==> src/rtl/pc_fetch_ctrl.sv <==
// pc_fetch_ctrl: architectural PC, next-PC adder and one-deep fetch FSM.
// Define PC_MISALIGN_TRAP_EN to trap on misaligned commit targets.
module pc_fetch_ctrl #(
  parameter int unsigned     XLEN     = 32,
  parameter logic [XLEN-1:0] RESET_PC = XLEN'(32'h8000_0000)
) (
  input  logic            clk,
  input  logic            rst,
  input  logic            pc_a_src,
  input  logic            pc_b_src,
  input  logic [XLEN-1:0] imm,
  input  logic [XLEN-1:0] rs1,
  input  logic            commit,
  output logic            ifu_req_valid,
  output logic [XLEN-1:0] ifu_req_addr,
  input  logic            ifu_req_ready,
  input  logic            ifu_rsp_valid,
  input  logic [31:0]     ifu_rsp_data,
  output logic [XLEN-1:0] pc,
  output logic [31:0]     inst,
`ifdef PC_MISALIGN_TRAP_EN
  output logic            misalign_trap,
  output logic [XLEN-1:0] bad_addr,
`endif
  output logic            inst_valid
);

  typedef enum logic [2:0] {
    IDLE,
    REQ,
    WAIT,
    EXEC,
    TRAP
  } state_t;

  state_t          state;
  logic [XLEN-1:0] op_a;
  logic [XLEN-1:0] op_b;
  logic [XLEN-1:0] sum;
  logic [XLEN-1:0] next_pc;

  // The address is the PC register itself, so it cannot move mid-request.
  assign ifu_req_addr = pc;

  always_comb begin
    op_a    = pc_a_src ? imm : XLEN'(4);
    op_b    = pc_b_src ? rs1 : pc;
    sum     = op_a + op_b;
    next_pc = sum;
    if (pc_a_src && pc_b_src) begin
      next_pc[0] = 1'b0;
    end
  end

`ifdef PC_MISALIGN_TRAP_EN
  logic misaligned;
  assign misaligned = |next_pc[1:0];
`endif

  always_ff @(posedge clk) begin
    if (rst) begin
      state         <= IDLE;
      pc            <= RESET_PC;
      ifu_req_valid <= 1'b0;
      inst          <= 32'h0;
      inst_valid    <= 1'b0;
`ifdef PC_MISALIGN_TRAP_EN
      misalign_trap <= 1'b0;
      bad_addr      <= '0;
`endif
    end else begin
      unique case (state)
        IDLE: begin
          state         <= REQ;
          ifu_req_valid <= 1'b1;
        end
        REQ: begin
          if (ifu_req_ready) begin
            state         <= WAIT;
            ifu_req_valid <= 1'b0;
          end
        end
        WAIT: begin
          if (ifu_rsp_valid) begin
            state      <= EXEC;
            inst       <= ifu_rsp_data;
            inst_valid <= 1'b1;
          end
        end
        EXEC: begin
          if (commit) begin
            inst_valid <= 1'b0;
`ifdef PC_MISALIGN_TRAP_EN
            if (misaligned) begin
              state         <= TRAP;
              misalign_trap <= 1'b1;
              bad_addr      <= next_pc;
            end else begin
              state         <= REQ;
              pc            <= next_pc;
              ifu_req_valid <= 1'b1;
            end
`else
            state         <= REQ;
            pc            <= next_pc;
            ifu_req_valid <= 1'b1;
`endif
          end
        end
        TRAP: begin
          // Sticky until reset: no fetches, nothing to commit.
          ifu_req_valid <= 1'b0;
          inst_valid    <= 1'b0;
        end
        default: begin
          state         <= IDLE;
          ifu_req_valid <= 1'b0;
          inst_valid    <= 1'b0;
        end
      endcase
    end
  end

endmodule

==> config.mk <==
export PLATFORM = sky130hd
export DESIGN_NAME = pc_fetch_ctrl
export DESIGN_NICKNAME = d
export VERILOG_FILES = /design/src/rtl/pc_fetch_ctrl.sv
export SDC_FILE = /design/constraint.sdc
export NUM_CORES = 1
export LEC_CHECK = 0
export CAP_MARGIN = 10
export CORE_MARGIN = 5
export CORE_UTILIZATION = 48
export DETAILED_ROUTE_END_ITERATION = 8
export GPL_ROUTABILITY_DRIVEN = 0
export HOLD_SLACK_MARGIN = 0.02
export PLACE_DENSITY = 0.92
export RECOVER_POWER = 25
export SLEW_MARGIN = 20
export SYNTH_ARGS = -nofsm -noshare
export SYNTH_HDL_FRONTEND = slang
export SYNTH_SLANG_ARGS = --single-unit
==> constraint.sdc <==
create_clock -name clk -period 6.4 [get_ports clk]
set_input_delay 1.28 -clock clk [delete_from_list [all_inputs] [get_ports clk]]
set_output_delay 1.28 -clock clk [all_outputs]
set_load 0.02 [all_outputs]
# [After elaboration in Yosys (flattened, before gate mapping)]
# Index checks and enable logic that the tools add are counted.
[classes] n_addsub=1 mul=0 div_mod_pow=0 order_cmp=0 eq_ne=7 shifts=0 n_mux=13 bitwise_logic=3 reduce_logical=8
[op_table] cell="32-bit two-way mux" count=2
[op_table] cell="32-bit adder" count=1
[op_table] cell="3-bit case mux with 5 select lines" count=1
[op_table] cell="3-bit two-way mux" count=3
[op_table] cell="3-bit by 2-bit equality test with 1-bit output (second input constant)" count=2
[op_table] cell="2-bit != test (second input constant)" count=3
[op_table] cell="3-bit AND reduction" count=2
[op_table] cell="1-bit two-way mux" count=5
[op_table] cell="1-bit case mux with 4 select lines" count=1
[op_table] cell="2-bit AND reduction" count=2
[op_table] cell="4-bit AND reduction" count=1
[op_table] cell="3-bit by 1-bit equality test with 1-bit output (second input constant)" count=1
[op_table] cell="3-bit equality test (second input constant)" count=1
[op_table] cell="3-bit zero test" count=1
[op_table] cell="1-bit NOT" count=3
[op_table] cell="1-bit case mux with 3 select lines" count=1
[op_table] cell="2-bit OR reduction" count=1
[op_table] cell="1-bit logical AND" count=1
[totals] regBits=69 latch_bits=0 ram_bits=0 romBits=0 input_bits=103 output_inout_bits=98 memories=0

# [Depth between registers and ports, before layout]
# Gate-level depths: netlist (run 1).
[logic_depth] word_depth=4 mapped_depth=12 depth_no_buf=10

# [Worst setup path before layout (run 1)]
# Ideal clock, no wire load.
[synth_timing] path_kind="input-to-reg" startpoint="input pc_b_src" endpoint="register pc[26] (netlist: ifu_req_addr[26])" arrival_time_ps=4027 t_required_ps=6280 path_slack_ps=2254 stages=12 cell_sequence="clkbuf_1 > clkbuf_1 > mux2_2 > ha_1 > buf_2 > nand3_1 > o22ai_1 > a211oi_2 > or4_4 > a31oi_4 > a211oi_1 > a211o_1"
[synth_between] elab_chain_len=2
[synth_lines] element="start: declaration" line="10" source="input logic pc_b_src,"
[synth_lines] element="32-bit two-way mux" line="47" source="op_b = pc_b_src ? rs1 : pc;"
[synth_lines] element="32-bit adder" line="48" source="sum = op_a + op_b;"
[synth_lines] element="end signal: assignment" line="105" source="pc <= next_pc;"
[synth_lines] element="end: declaration" line="19" source="output logic [XLEN-1:0] pc,"
# Every way passes these cells.
# A chain may end at the register's enable or synchronous reset.

# [Final worst setup path (run 1)]
[layout_timing] startpoint="input pc_a_src" endpoint="register pc[24] (netlist: ifu_req_addr[24])"
[layout_between] elab_chain_len=2
[layout_lines] element="start: declaration" line="9" source="input logic pc_a_src,"
[layout_lines] element="32-bit two-way mux" line="46" source="op_a = pc_a_src ? imm : XLEN'(4);"
[layout_lines] element="32-bit adder" line="48"
# Every way passes these cells.

==> flow_summary_export.csv, run 1 <==
group,metric,value,unit
routing,wirelength,15900,µm
synthesis,synth_fp_nets,828,
power_and_ir_drop,power_frac_clock,29.7,%
global_routing,grt_overflow_total,0,
die,num_io_pins,201,
die,design.core.area,10700,µm²
power_and_ir_drop,finalPower,1.50,mW
cts,cts.repair.resized,0,
critical_path,critical_path_depth,11,
power_and_ir_drop,seqPwrFrac,33.1,%
timing,grt_setup_unrepaired,"false",
power_and_ir_drop,swShare,34.4,%
timing,finalClockSkew,0.00542,ns
routing,avgViaCountPerCell,5.62,
synthesis,yosysSeqAreaShare,26.3,%
critical_path,timing.reg2reg.setup_slack,3.47,ns
timing,max_slew_margin,-8.02,%
synthesis,ys.warnings.count,0,
timing,hold_violations,0,
critical_path,worstPathArrival,4.81,ns
power_and_ir_drop,comb_power_share,37.2,%
synthesis,netlist-cell-type-count,60,
placed_design,hpwlAfterDp,11600,µm
global_routing,grt_max_degree,65,
cts,cts.clk_slew.worst_paths,0.08,ns
synthesis,mappedNetlistArea,5180,µm²
routing,detail_route.first_pass.iterations,5,
outcome,status,"finished, violations left",
die,initial_utilization,48.5,%
routing,drtAntennaViolNets,0,
cells_and_area,areaGrowthSynthToFinish,39.5,%
placed_design,detailed_place.area,6990,µm²
routing,top_layer,"met4",
global_routing,first_global_vias,5312,
routing,drtIter0Drc,373,
critical_path,timing.critical_path.fanout_max,33,
cts,cts_tree,"built",
timing,achievable-frequency,219,MHz
synthesis,syn_avg_cell_area,7.53,µm²
timing,finalHoldWorstSlack,0.453,ns
critical_path,cpLargestDelayFamily,"compound AO/OA/AOI/OAI gates",
routing,total_vias_in_the_final_route,5481,
critical_path,rr_worst_depth,10,
timing,final_setup_violation_count,0,
die,dieArea,13000,µm²
synthesis,dominantRegCellSynth,"sky130_fd_sc_hd__dfxtp_1",
timing,maxSlewViolCount,33,
timing,worst-slew-pin-transition,1.62,ns
cts,clock_insertion_delay_worst_skew,0.35,ns
power_and_ir_drop,p_sw,515,µW
global_routing,grt_antenna_before_repair,0,
timing,period_share,71.4,%
synthesis,asyncSetResetFlopFracSynth,0,%
cells_and_area,final_layout_size_suffix_gt1_share,7.78,%
critical_path,worst-endpoint-required,6.64,ns
critical_path,critPathMaxStageDelay,1.10,ns
die,rows,38,
power_and_ir_drop,irDropWorstVdd,0.184,mV
global_routing,gr_util_all_layers,23.9,%
synthesis,synth-seq-cells,68,
critical_path,crit_path_end,"ifu_req_addr[24]",
routing,met3RoutedLength,1080,µm
worst_hold_path,min-delay-path-class,"register to register",
critical_path,worst_r2r_endpoint,"ifu_req_addr[26]",
routing,drt-wirelength-per-cell,16.3,µm
timing,totalNegativeSetupSlack,0,ns
critical_path,crit_path_top_delay_cell,"sky130_fd_sc_hd__clkdlybuf4s50_1",
cts,cts_htree_levels,3,
cts,cts-buffers-inserted,9,
routing,route.met2.wl,7920,µm
cells_and_area,final_design_area_no_fill,7230,µm²
power_and_ir_drop,pwr_density_cell,207,nW/µm²
cts,cts.root.buffer_cell,"sky130_fd_sc_hd__clkbuf_8",
routing,met1Wirelength,6570,µm
critical_path,crit_path_start_kind,"input port",
critical_path,critical_path.endpoint_type,"register",
timing,timing.final.crit_period,4.57,ns
cts,postCtsSetupBuffers,0,
cts,hold_buffer_count_at_cts,0,
power_and_ir_drop,power.static_leakage,2.75,nW
power_and_ir_drop,p_int,980,µW
die,die_h,114,µm
cells_and_area,n_antenna_cell,0,
critical_path,crit_type,"input port to register",
placed_design,placement.io_buffers,200,
critical_path,worst_r2r_startpoint,"ifu_req_addr[0]",
routing,drt_drc_violations_left,0,
global_routing,global_route_wire_length_before_repair,25700,µm
synthesis,syn-instance-count,688,
outcome,violated_checks,"capacitance limit, slew limit",
run,max_cap_violation_count,1,
critical_path,critical_path.cell_chain,"clkdlybuf4s50_1, and2_1, ha_1, fa_1, a211oi_2, o21ai_0, nand2_1, a2111oi_1, o21ai_2, a21bo_2, a32o_1",
critical_path,critical_path.startpoint,"pc_a_src",
die,die_w,114,µm
cells_and_area,fin_util,67.6,%
synthesis,number_of_synthesized_flops_with_an_enable_pin,0,
cts,cts_num_sinks,68,
critical_path,critPathBufInv,1,
cells_and_area,nets,970,
cts,cts.path.max_buffers,2,
[area by class of cell]
class | instances | area [µm²]
Clock buffer | 10 | 128
Multi-Input combinational cell | 534 | 3380
Sequential cell | 68 | 1360
Fill cell | 903 | 3470
Tap cell | 140 | 175
Clock inverter | 6 | 111
Timing Repair Buffer | 204 | 2030
Inverter | 13 | 48.8
[cells by family after synthesis]
group | Yosys count | synth area share (%)
adder cells (fa/ha/maj) | 37 | 9.08
AND/OR/NAND/NOR | 267 | 24.4
XOR/XNOR | 10 | 1.69
AO/OA/AOI/OAI | 187 | 22.9
flip-flops | 68 | 26.3
buffers and inverters | 86 | 8.62
multiplexers | 33 | 7.12
[sequential cells by signal, indices dropped and copies added (netlist names)]
| signal | flops |
|---|---|
| ifu_req_addr | 32 |
| inst | 32 |
| state | 2 |
| ifu_req_valid | 1 |
| inst_valid | 1 |
[synth_stat cells, drive strengths merged (9+ instances only)]
cell type / instances / area share (%)
a211oi: 9 / 1.5
a21o: 14 / 2.0
a21oi: 89 / 8.6
and2: 36 / 4.3
buf: 41 / 5.4
clkbuf: 32 / 2.3
dfxtp: 68 / 26
ha: 36 / 8.7
inv: 13 / 0.94
mux2: 31 / 6.7
nand2: 116 / 8.4
nand3: 34 / 3.3
nor2: 29 / 2.1
nor3: 13 / 1.3
o21ai: 27 / 2.7
[routing by layer]
layer | GRT usage (%) | vias to the layer above
met5 | 0 | -
met4 | 7.92 | 0
met3 | 3.45 | 32
met2 | 41.8 | 240
met1 | 30.0 | 2520
li1 | - | 2689
[power groups by stage]
stage / logic [mW] / registers, mW / clock network, mW
global placement: 0.539 / 0.502 / 0
CTS: 0.556 / 0.495 / 0.453
global route: 0.608 / 0.501 / 0.469
detailed placement: 0.551 / 0.505 / 0
finish: 0.556 / 0.494 / 0.445
floorplan: 0.309 / 0.540 / 0
[worst min path at each step]
| stage | end | depth (start not counted) | slack (ns) | startpoint |
|---|---|---|---|---|
| floorplan | state[1] | 2 | 0.51 | state[1] |
| global placement | inst[4] | 2 | 0.44 | inst[4] |
| CTS | inst[21] | 2 | 0.46 | inst[21] |
| finish | inst[24] | 2 | 0.45 | inst[24] |
| global route | inst[28] | 2 | 0.48 | inst[28] |
| detailed placement | inst[21] | 2 | 0.45 | inst[21] |
[cell usage in the layout, fill, tap and decap left out, drive strengths merged, types with 3 or more instances in the layout]
cell type / Yosys / layout
o21a: 7 / 7
a211o: 3 / 3
a211oi: 9 / 9
a31oi: 5 / 5
ha: 36 / 36
nor2: 29 / 29
o211ai: 5 / 5
dfxtp: 68 / 68
o21bai: 5 / 5
nand4: 8 / 8
inv: 13 / 14
clkbuf: 32 / 10
and2: 36 / 36
o21ai: 27 / 27
or3: 7 / 7
a311o: 3 / 3
clkdlybuf4s50: 0 / 192
nand2: 116 / 116
o311ai: 4 / 4
xnor2: 8 / 8
a2111oi: 3 / 3
nor2b: 3 / 3
and3: 7 / 7
or2: 4 / 4
mux2: 31 / 31
bufinv: 0 / 3
dlygate4sd3: 0 / 7
nor3: 13 / 13
nand3: 34 / 34
buf: 41 / 5
a21o: 14 / 14
a21oi: 89 / 89
[worst register-to-register path, cell delays in order, from the launching register on]
cell and delay [ns]:
sky130_fd_sc_hd__dfxtp_1 0.36, sky130_fd_sc_hd__mux2_2 0.28, sky130_fd_sc_hd__ha_1 0.21, sky130_fd_sc_hd__fa_1 0.45, sky130_fd_sc_hd__a211oi_2 0.33, sky130_fd_sc_hd__o21bai_2 0.14, sky130_fd_sc_hd__a211oi_2 0.34, sky130_fd_sc_hd__or4_4 0.22
sky130_fd_sc_hd__a31oi_4 0.09, sky130_fd_sc_hd__a21o_1 0.18, sky130_fd_sc_hd__a211o_1 0.24
[metrics by stage]
stage / setup WS (ns) / instances
finish: 1.83 / 975
global route: 1.58 / 975
CTS: 1.80 / 975
detailed placement: 1.44 / 959
global placement: 1.54 / 959
floorplan: 2.25 / 688
No activity file was read; power rests on OpenSTA's default activity.
==> run 2, diff against run 1 <==
CORE_UTILIZATION = 45   (was 48)
PLACE_DENSITY = 0.87   (was 0.92)
clock period = 4.5 ns   (was 6.4 ns; I/O delays follow)
==> run 2 against run 1 <==
- critical path type unchanged
- register-to-register slack worse by 2.0 ns
- the run now ends clean
- clock power up 97%
- total power up 58%
- critical endpoint unchanged
- routed wire length up 2.4%
- clock skew up 0.0033 ns
- largest cell class unchanged
- critical path depth unchanged
- setup slack worse by 1.4 ns
==> flow_summary_export.csv, run 2 (same netlist as run 1, synthesis figures left out) <==
group,metric,value,unit
critical_path,timing.reg2reg.setup_slack,1.49,ns
critical_path,worst-endpoint-required,4.72,ns
cts,cts.path.max_buffers,2,
cells_and_area,nets,979,
timing,post-route-worst-setup-slack,0.413,ns
cells_and_area,areaGrowthSynthToFinish,43.2,%
die,die_h,117,µm
cts,cts.clk_slew.worst_paths,0.06,ns
cts,hold_buffer_count_at_cts,0,
timing,period_share,90.8,%
cells_and_area,n_antenna_cell,0,
global_routing,grt_max_degree,64,
cts,cts.root.buffer_cell,"sky130_fd_sc_hd__clkbuf_16",
timing,totalNegativeSetupSlack,0,ns
timing,hold_violations,0,
outcome,status,"finished, final reports clean",
die,num_io_pins,201,
placed_design,placement.setup.worst_slack,0.138,ns
global_routing,first_global_vias,5292,
global_routing,grt_overflow_total,0,
cells_and_area,fin_util,65.3,%
cts,cts_htree_levels,3,
die,rows,39,
global_routing,global_route_wire_length_before_repair,26400,µm
timing,final_setup_violation_count,0,
worst_hold_path,worstHoldStart,"inst[24]",
critical_path,critical_path.endpoint_type,"register",
routing,total_vias_in_the_final_route,5462,
die,design.core.area,11400,µm²
cells_and_area,final_cell_mix,"sky130_fd_sc_hd__clkdlybuf4s50_1, sky130_fd_sc_hd__nand2_1, sky130_fd_sc_hd__a21oi_1",
timing,max_slew_margin,30.7,%
die,dieArea,13800,µm²
critical_path,worst_r2r_startpoint,"ifu_req_addr[0]",
routing,drtAntennaViolNets,0,
critical_path,rr_worst_depth,10,
timing,achievable-frequency,245,MHz
routing,avgViaCountPerCell,5.54,
power_and_ir_drop,power.static_leakage,2.97,nW
die,initial_utilization,45.6,%
worst_hold_path,whs_endpoint,"inst[24]",
power_and_ir_drop,irDropWorstVdd,0.257,mV
critical_path,crit_type,"input port to register",
routing,drt-wirelength-per-cell,16.5,µm
cells_and_area,layout.cells.most_common,"sky130_fd_sc_hd__clkdlybuf4s50_1",
routing,detail_route.first_pass.iterations,5,
critical_path,crit_path_start_kind,"input port",
die,die_w,117,µm
cts,cts.repair.resized,0,
timing,maxSlewViolCount,0,
run,max_cap_violation_count,0,
cts,cts_tree,"built",
power_and_ir_drop,pwr_density_cell,319,nW/µm²
cells_and_area,multi_input_combinational_cell_area,3380,µm²
routing,drtIter0Drc,348,
worst_hold_path,min_delay_path_depth,2,
critical_path,timing.critical_path.fanout_max,7,
global_routing,gr_util_all_layers,22.6,%
timing,finalClockSkew,0.00870,ns
worst_hold_path,min-delay-path-class,"register to register",
cells_and_area,regArea,1360,µm²
cells_and_area,nFillCells,984,
routing,drt_drc_violations_left,0,
timing,grt_setup_unrepaired,"false",
cts,postCtsSetupBuffers,0,
timing,timing.final.crit_period,4.09,ns
critical_path,worstPathArrival,4.31,ns
cts,cts_num_sinks,68,
routing,wirelength,16300,µm
cells_and_area,final_layout_size_suffix_gt1_share,8.78,%
timing,worst-slew-pin-transition,1.04,ns
placed_design,placement.io_buffers,200,
cts,clock_insertion_delay_worst_skew,0.33,ns
global_routing,grt_antenna_before_repair,0,
cts,cts-buffers-inserted,9,
critical_path,worst_r2r_endpoint,"ifu_req_addr[26]",
placed_design,hpwlAfterDp,12200,µm
## run 2: cell count changes in the layout (fill, tap and decap cells not counted), moves of 2 or more
| cell | delta |
|---|---|
| sky130_fd_sc_hd__buf_4 | +9 |
| sky130_fd_sc_hd__clkbuf_8 | -9 |
| sky130_fd_sc_hd__dlygate4sd3_1 | +31 |
| sky130_fd_sc_hd__clkdlybuf4s50_1 | -31 |
| sky130_fd_sc_hd__clkbuf_16 | +9 |
| sky130_fd_sc_hd__clkinv_4 | +2 |
## run 2: stage by stage
| stage | power, mW | instances | hold slack (ns) | area [µm²] |
|---|---|---|---|---|
| floorplan | 1.21 | 688 | 0.514 | 5180 |
| global placement | 1.49 | 971 | 0.442 | 7060 |
| detailed placement | 1.51 | 971 | 0.445 | 7060 |
| CTS | 2.39 | 986 | 0.453 | 7420 |
| global route | 2.48 | 986 | 0.464 | 7420 |
| finish | 2.37 | 986 | 0.448 | 7420 |
## run 2: routing by layer
| metal | up-vias | GRT usage (%) | wire length (µm) |
|---|---|---|---|
| met5 | - | 0 | 0 |
| met2 | 206 | 38.5 | 8010 |
| met1 | 2520 | 29.3 | 7020 |
| met4 | 0 | 6.24 | 260 |
| li1 | 2713 | - | - |
| met3 | 23 | 3.85 | 1010 |
## run 2: area by class of cell
type                            instances  share of cell area [%]
Multi-Input combinational cell        534                    45.5
Timing Repair Buffer                  213                    28.2
Sequential cell                        68                    18.3
Clock buffer                            9                    3.03
Tap cell                              143                    2.41
Clock inverter                          6                    1.85
Inverter                               13                   0.657
## run 2: worst max-delay path by stage
stage / depth (start not counted) / endpoint / slack, ns / start
finish: 11 / ifu_req_addr[24] / 0.41 / pc_b_src
global route: 11 / ifu_req_addr[24] / 0.28 / pc_b_src
CTS: 11 / ifu_req_addr[24] / 0.45 / pc_b_src
detailed placement: 11 / ifu_req_addr[24] / 0.14 / pc_b_src
global placement: 11 / ifu_req_addr[24] / 0.23 / pc_b_src
floorplan: 12 / ifu_req_addr[26] / 0.73 / pc_b_src
## run 2: critical path, cell delays in order
cell                              delay [ns]
sky130_fd_sc_hd__clkdlybuf4s50_1        0.73
sky130_fd_sc_hd__buf_4                  0.22
sky130_fd_sc_hd__mux2_2                 0.34
sky130_fd_sc_hd__ha_1                   0.40
sky130_fd_sc_hd__o21ai_1                0.14
sky130_fd_sc_hd__o21ai_0                0.24
sky130_fd_sc_hd__nand2_1                0.14
sky130_fd_sc_hd__a2111oi_1              0.57
sky130_fd_sc_hd__o21ai_2                0.18
sky130_fd_sc_hd__a21bo_2                0.24
sky130_fd_sc_hd__a32o_1                 0.19
## run 2: report_power, final
| group | internal [mW] | total [mW] | leakage [nW] | switching [mW] |
|---|---|---|---|---|
| Sequential | 0.660 | 0.704 | 0.550 | 0.0437 |
| Combinational | 0.359 | 0.785 | 2.24 | 0.426 |
| Clock | 0.597 | 0.878 | 0.176 | 0.281 |
| Total | 1.62 | 2.37 | 2.97 | 0.750 |
==> run 3, diff against run 2 <==
TNS_END_PERCENT = 1   (was unset)
==> results of run 3 <==
Same layout as run 2: the final DEF is identical, and so are final timing and power.
